[src/rtl/elevator_pkg.sv]
// Shared types and helpers for the elevator call queue.
//   call_kind_e : request kinds carried on req_kind
//   dir_e       : SCAN direction state published on dir
//   floor_width : width of a floor-number field for a given floor count
package elevator_pkg;

  typedef enum logic [1:0] {
    CAR     = 2'd0,
    HALL_UP = 2'd1,
    HALL_DN = 2'd2
  } call_kind_e;

  typedef enum logic [1:0] {
    IDLE = 2'd0,
    UP   = 2'd1,
    DOWN = 2'd2
  } dir_e;

  // Ceiling log2 of the floor count; a floor count of 2 still needs one bit.
  function automatic int floor_width(input int count);
    int w;
    w = 0;
    for (int i = 0; i < 32; i++) begin
      if ((64'd1 << w) < 64'(count)) begin
        w = w + 1;
      end else begin
        w = w;
      end
    end
    return w;
  endfunction

endpackage

[src/rtl/elevator_floor_scan.sv]
// Combinational scan of the merged call bitmap around the car position.
//   calls         : OR of car, hall-up and hall-down bitmaps
//   current_floor : car position
//   any_above     : some call strictly above current_floor
//   any_below     : some call strictly below current_floor
//   nearest_above : lowest called floor above current_floor (0 if none)
//   nearest_below : highest called floor below current_floor (0 if none)
module elevator_floor_scan
  import elevator_pkg::*;
#(
  parameter  int FLOOR_COUNT = 7,
  localparam int FLOOR_W     = floor_width(FLOOR_COUNT)
) (
  input  logic [FLOOR_COUNT-1:0] calls,
  input  logic [FLOOR_W-1:0]     current_floor,
  output logic                   any_above,
  output logic                   any_below,
  output logic [FLOOR_W-1:0]     nearest_above,
  output logic [FLOOR_W-1:0]     nearest_below
);

  // Walk downward for the above-search and upward for the below-search so
  // the last hit written is the one closest to the car.
  always_comb begin
    any_above     = 1'b0;
    any_below     = 1'b0;
    nearest_above = {FLOOR_W{1'b0}};
    nearest_below = {FLOOR_W{1'b0}};
    for (int f = FLOOR_COUNT - 1; f >= 0; f--) begin
      nearest_above = (calls[f] && (FLOOR_W'(f) > current_floor)) ? FLOOR_W'(f) : nearest_above;
      any_above     = any_above | (calls[f] && (FLOOR_W'(f) > current_floor));
    end
    for (int f = 0; f < FLOOR_COUNT; f++) begin
      nearest_below = (calls[f] && (FLOOR_W'(f) < current_floor)) ? FLOOR_W'(f) : nearest_below;
      any_below     = any_below | (calls[f] && (FLOOR_W'(f) < current_floor));
    end
  end

endmodule

[src/rtl/elevator_call_queue.sv]
// Elevator call queue: car / hall-up / hall-down bitmaps, arrival clearing
// and a SCAN direction FSM that publishes the next target floor.
//   clk, reset        : clock, synchronous active-high reset
//   req_valid/kind/floor : call request (kind 3 and impossible calls rejected)
//   arrive_valid/floor   : car stopped at a floor; clears the served calls
//   current_floor     : car position from the motion controller
//   car_calls, hall_up, hall_dn : registered call bitmaps
//   dir               : registered direction (IDLE/UP/DOWN)
//   target_valid/floor: registered next stop
//   req_error         : one-cycle pulse after a rejected request
module elevator_call_queue
  import elevator_pkg::*;
#(
  parameter  int FLOOR_COUNT = 7,
  localparam int FLOOR_W     = floor_width(FLOOR_COUNT)
) (
  input  logic                   clk,
  input  logic                   reset,
  input  logic                   req_valid,
  input  logic [1:0]             req_kind,
  input  logic [FLOOR_W-1:0]     req_floor,
  input  logic                   arrive_valid,
  input  logic [FLOOR_W-1:0]     arrive_floor,
  input  logic [FLOOR_W-1:0]     current_floor,
  output logic [FLOOR_COUNT-1:0] car_calls,
  output logic [FLOOR_COUNT-1:0] hall_up,
  output logic [FLOOR_COUNT-1:0] hall_dn,
  output logic [1:0]             dir,
  output logic                   target_valid,
  output logic [FLOOR_W-1:0]     target_floor,
  output logic                   req_error
);

  localparam logic [FLOOR_W:0]       FLOOR_LIMIT = (FLOOR_W + 1)'(FLOOR_COUNT);
  localparam logic [FLOOR_W-1:0]     TOP_FLOOR   = FLOOR_W'(FLOOR_COUNT - 1);
  localparam logic [FLOOR_COUNT-1:0] BIT0        = {{(FLOOR_COUNT - 1){1'b0}}, 1'b1};

  logic [FLOOR_COUNT-1:0] car_q, car_d, up_q, up_d, dn_q, dn_d;
  logic                   err_q, err_d;
  dir_e                   dir_q, dir_d;
  logic                   tv_q, tv_d;
  logic [FLOOR_W-1:0]     tf_q, tf_d;

  logic [FLOOR_COUNT-1:0] req_mask_s, arr_mask_s;
  logic                   req_in_range_s, arr_in_range_s;
  logic                   any_above_s, any_below_s;
  logic [FLOOR_W-1:0]     nearest_above_s, nearest_below_s;

  assign req_mask_s     = BIT0 << req_floor;
  assign arr_mask_s     = BIT0 << arrive_floor;
  assign req_in_range_s = ({1'b0, req_floor} < FLOOR_LIMIT);
  assign arr_in_range_s = ({1'b0, arrive_floor} < FLOOR_LIMIT);

  // The FSM looks at the registered bitmaps, so a new call steers it one edge later.
  elevator_floor_scan #(.FLOOR_COUNT(FLOOR_COUNT)) u_scan (
    .calls         (car_q | up_q | dn_q),
    .current_floor (current_floor),
    .any_above     (any_above_s),
    .any_below     (any_below_s),
    .nearest_above (nearest_above_s),
    .nearest_below (nearest_below_s)
  );

  // Bitmap next state: apply the request first, then the arrival clear so a
  // same-cycle collision on one bit resolves to cleared.
  always_comb begin
    car_d = car_q;
    up_d  = up_q;
    dn_d  = dn_q;
    err_d = 1'b0;
    if (req_valid) begin
      case (req_kind)
        CAR:     if (req_in_range_s) car_d = car_d | req_mask_s;
                 else err_d = 1'b1;
        HALL_UP: if (req_in_range_s && (req_floor != TOP_FLOOR)) up_d = up_d | req_mask_s;
                 else err_d = 1'b1;
        HALL_DN: if (req_in_range_s && (req_floor != {FLOOR_W{1'b0}})) dn_d = dn_d | req_mask_s;
                 else err_d = 1'b1;
        default: err_d = 1'b1;
      endcase
    end else begin
      err_d = 1'b0;
    end
    if (arrive_valid && arr_in_range_s) begin
      car_d = car_d & ~arr_mask_s;
      case (dir_q)
        UP:      up_d = up_d & ~arr_mask_s;
        DOWN:    dn_d = dn_d & ~arr_mask_s;
        default: begin
          up_d = up_d & ~arr_mask_s;
          dn_d = dn_d & ~arr_mask_s;
        end
      endcase
    end else begin
      car_d = car_d;
    end
  end

  // SCAN direction and target; IDLE prefers UP when calls lie on both sides.
  always_comb begin
    dir_d = IDLE;
    tv_d  = 1'b0;
    tf_d  = {FLOOR_W{1'b0}};
    case (dir_q)
      DOWN: begin
        if (any_below_s)      dir_d = DOWN;
        else if (any_above_s) dir_d = UP;
        else                  dir_d = IDLE;
      end
      default: begin
        if (any_above_s)      dir_d = UP;
        else if (any_below_s) dir_d = DOWN;
        else                  dir_d = IDLE;
      end
    endcase
    case (dir_d)
      UP: begin
        tv_d = 1'b1;
        tf_d = nearest_above_s;
      end
      DOWN: begin
        tv_d = 1'b1;
        tf_d = nearest_below_s;
      end
      default: begin
        tv_d = 1'b0;
        tf_d = {FLOOR_W{1'b0}};
      end
    endcase
  end

  // State registers with synchronous reset that discards every pending call.
  always_ff @(posedge clk) begin
    if (reset) begin
      car_q <= {FLOOR_COUNT{1'b0}};
      up_q  <= {FLOOR_COUNT{1'b0}};
      dn_q  <= {FLOOR_COUNT{1'b0}};
      err_q <= 1'b0;
      dir_q <= IDLE;
      tv_q  <= 1'b0;
      tf_q  <= {FLOOR_W{1'b0}};
    end else begin
      car_q <= car_d;
      up_q  <= up_d;
      dn_q  <= dn_d;
      err_q <= err_d;
      dir_q <= dir_d;
      tv_q  <= tv_d;
      tf_q  <= tf_d;
    end
  end

  assign car_calls    = car_q;
  assign hall_up      = up_q;
  assign hall_dn      = dn_q;
  assign dir          = dir_q;
  assign target_valid = tv_q;
  assign target_floor = tf_q;
  assign req_error    = err_q;

endmodule

[config.mk]
export PLATFORM = sky130hd
export DESIGN_NAME = elevator_call_queue
export DESIGN_NICKNAME = d
export VERILOG_FILES = /design/src/rtl/elevator_pkg.sv /design/src/rtl/elevator_floor_scan.sv /design/src/rtl/elevator_call_queue.sv
export SDC_FILE = /design/constraint.sdc
export NUM_CORES = 1
export LEC_CHECK = 0
export BUFFER_PORTS_ARGS = -buffer_cell sky130_fd_sc_hd__buf_2
export CORE_MARGIN = 3
export CORE_UTILIZATION = 45
export DETAILED_ROUTE_END_ITERATION = 7
export HOLD_SLACK_MARGIN = 0.15
export PLACE_DENSITY = 0.76
export RECOVER_POWER = 50
export SYNTH_ARGS = -nofsm -noshare
export SYNTH_HDL_FRONTEND = slang
export SYNTH_SLANG_ARGS = --single-unit
[constraint.sdc]
create_clock -name clk -period 2.5 [get_ports clk]
set_input_delay 0.375 -clock clk [delete_from_list [all_inputs] [get_ports clk]]
set_output_delay 0.375 -clock clk [all_outputs]
set_load 0.02 [all_outputs]
==> summary.md <==
| Metric | Value |
|---|---|
| Hold WS | `0.319 ns` |
| Critical Path Slowest Stage Cell | `nor3_2` |
| Fin crit period | `2.29 ns` |
| Top cells by area, synth | `dfxtp_1 (39%), a21oi_1 (8.8%), a211oi_1 (6.3%)` |
| CTS Hold Bufs | `0` |
| Fin Setup TNS | `0 ns` |
| Actual slew at the worst max-slew pin | `just under 0.5 ns` |
| Syn Nets | `177` |
| Post-cts sizing count | `0` |
| Clock latency at the later pin of the worst-skew pair | `around 0.32 ns` |
| Syn Area/Cell | `about 8.9 µm²` |
| Final Setup Violations | `0` |
| Post-DRT Antenna Nets | `0` |
| Pins Over Slew Limit | `0` |
| Met2 wire len | `between 1.5 and 2 mm` |
| Worst vdd ir | `0.000338 V` |
| Synthesized area | `0.00142 mm²` |
| Synth unique cells | `43` |
| Yosys top cell by area | `dfxtp_1` |
| Crit share post-route | `91.5%` |
| Chip Width | `62.2 µm` |
| Rel. slew slack | `~67%` |
| Yosys Warn Count | `0` |
| Clock tree buffer depth | `2` |
| Yosys reg bits | `28` |
| Clk root buf | `clkbuf_4` |
| Share of synthesized registers carrying an async set or reset | `0%` |
| Die area | `0.00387 mm²` |
| CP Max Fanout | `4` |
| H-tree lvl count | `1` |
| DP Area | `about 0.0017 mm²` |
| DR vias | `about 1400` |
| Crit end category | `register` |
| Initial antenna violation count | `0` |
| Core ar. | `0.00288 mm²` |
| Starting DRC count in detailed routing | `90` |
| Final Hold Vio Count | `0` |
| Die Y | `between 60 and 70 µm` |
| Congestion Overflow GR | `0` |
| Nets | `around 220` |
| Met1 wire length | `1.67 mm` |
| DP HPWL | `2.97 mm` |
| Starting Density | `49.4%` |
| Post-Route WL | `3.80 mm` |
| Layout cells sized above 1 | `27.9%` |
| Post-synth EDFFs | `0` |
| Critical Path Max Stage Delay | `0.41 ns` |
| Clock Sinks | `28` |
| Synth cell count leaders | `dfxtp_1 (28), a21oi_1 (25), nor3_1 (13), a211oi_1 (12), nand2b_1 (9)` |
| Reg clk slew, reported paths | `0.14 ns` |
| Maxcap violations | `0` |
| Top Ports | `43` |
| Outcome | `finished, final reports clean` |
| RePlAce Congestion | `0.936` |
| Antenna diodes | `0` |
| Worst hold path class | `primary input to register` |
| Worst Path Arrival | `2.57 ns` |
| Main flop type after synthesis | `dfxtp_1` |
| Seq/Total Area, Yosys | `about two fifths` |
| Skew final | `~0.0018 ns` |
| Worst Setup Start Kind | `register` |
| CTS tree | `built` |
| GRT Util Overall | `19.4%` |
| DRC | `0` |
| Setup CP Type | `register to register` |
| Count leader, synth | `dfxtp_1` |
| Highest routed layer | `met4` |
| Pre-antenna DRT Iters | `6` |
| IO Port Bufs | `42` |
| Design Area, Final | `between 0.0015 and 0.002 mm²` |
| RSZ-0062 raised after global routing | `false` |
| Row count | `19` |
| Vias in the first global route | `1282` |
| DR vias/cell | `5.72` |
| FMAX | `437 MHz` |
| Critical path cell sequence | `nor3_2, o21a_1, nor3b_2, a21o_2, inv_1, ha_1, nor2_1, nand3_1, a21oi_1, a31o_1` |
| Met3 WL | `231 µm` |
| Top-area cell type share of the netlist area | `39.4%` |
| Largest net degree at the start of global routing | `17` |
| Power per cell area | `511 mW/mm²` |
| First-pass GRT wire length | `6.16 mm` |
| P_leak | `0.712 nW` |
| # Post-CTS Setup Buffers | `0` |
| Critical Path RT | `2.78 ns` |
| DR WL/cell | `15.4 µm` |
| Num CTS Buffers | `3` |
| Synthesis-to-finish area growth | `21.9%` |
| Synthesized instance count | `160` |
==> critical path, delay by kind of cell, from the launching register on <==
kind | cells | cell delay (ns)
simple gates | 4 | 0.95
compound gates | 4 | 0.58
fa+ha+maj | 1 | 0.29
flops | 1 | 0.36
buf+inv | 1 | 0.04
==> area by class of cell <==
type                    count  area (µm²)
flip-flops and latches     28         561
clock inverters             1        30.0
repair buffers             47         234
well taps                  42        52.6
multi-input cells         123         826
inverters                   2        7.51
clock buffers               3        22.5
fillers                   260        1140
==> routing by layer <==
metal | vias up | GRT usage [%]
li1 | 695 | -
met1 | 648 | 25.4
met5 | - | 0
met3 | 9 | 3.06
met2 | 56 | 33.2
met4 | 0 | 4.97
==> cells by family (layout without fill, tap and decap cells) <==
group / after synthesis / count (layout) / synth area share [%]
flops: 28 / 28 / 39.4
compound gates: 60 / 60 / 30.3
simple gates: 61 / 61 / 26.1
fa+ha+maj: 2 / 2 / 1.76
buf+inv: 9 / 53 / 2.46
==> final timing paths <==
kind	startpoint	endpoint	slack (ns)	depth (start not counted)
min reg2reg	hall_dn[0]$_SDFF_PP0_	hall_dn[0]$_SDFF_PP0_	0.48	2
min	req_valid	req_error$_SDFF_PP0_	0.32	2
max reg2reg	hall_up[2]$_SDFF_PP0_	target_floor[0]$_SDFF_PP0_	0.21	10
max	hall_up[2]$_SDFF_PP0_	target_floor[0]$_SDFF_PP0_	0.21	10
==> layout by cell type (no fill, tap or decap), types with 3 or more instances in the layout <==
cell type   n
o21ai_1     3
buf_2      34
clkbuf_4    3
nor3_2      3
and3b_1     4
a21oi_1    25
clkbuf_1    9
nand2_1     7
a211oi_1   12
nor2_1      8
nor3_1     13
buf_4       4
nand2b_1    9
dfxtp_1    28
nor3b_1     5
==> per-stage QoR <==
stage | total power [W] | setup slack [ns] | utilization (%) | cells
final | 0.000886 | 0.213 | 60.2 | 246
after global routing | 0.000927 | 0.0209 | 60.2 | 246
after CTS | 0.000895 | 0.205 | 60.7 | 246
after detailed placement | 0.000606 | 0.0336 | 58.9 | 242
after global placement | 0.000601 | 0.204 | 58.9 | 242
after floorplan | 0.000558 | 0.333 | - | 160
==> where the power goes <==
group / switching [W] / internal [W]
clock network: 0.000128 / 0.000162
registers: 0.00000554 / 0.000454
logic: 0.0000850 / 0.0000507
==> flip-flops by register name, indices dropped and copies added (netlist names) <==
| name | cells |
|---|---|
| req_error | 1 |
| target_floor | 3 |
| car_calls | 7 |
| dir | 2 |
| hall_up | 7 |
| hall_dn | 7 |
| target_valid | 1 |
Note: power is estimated with default switching activity, not from simulation.
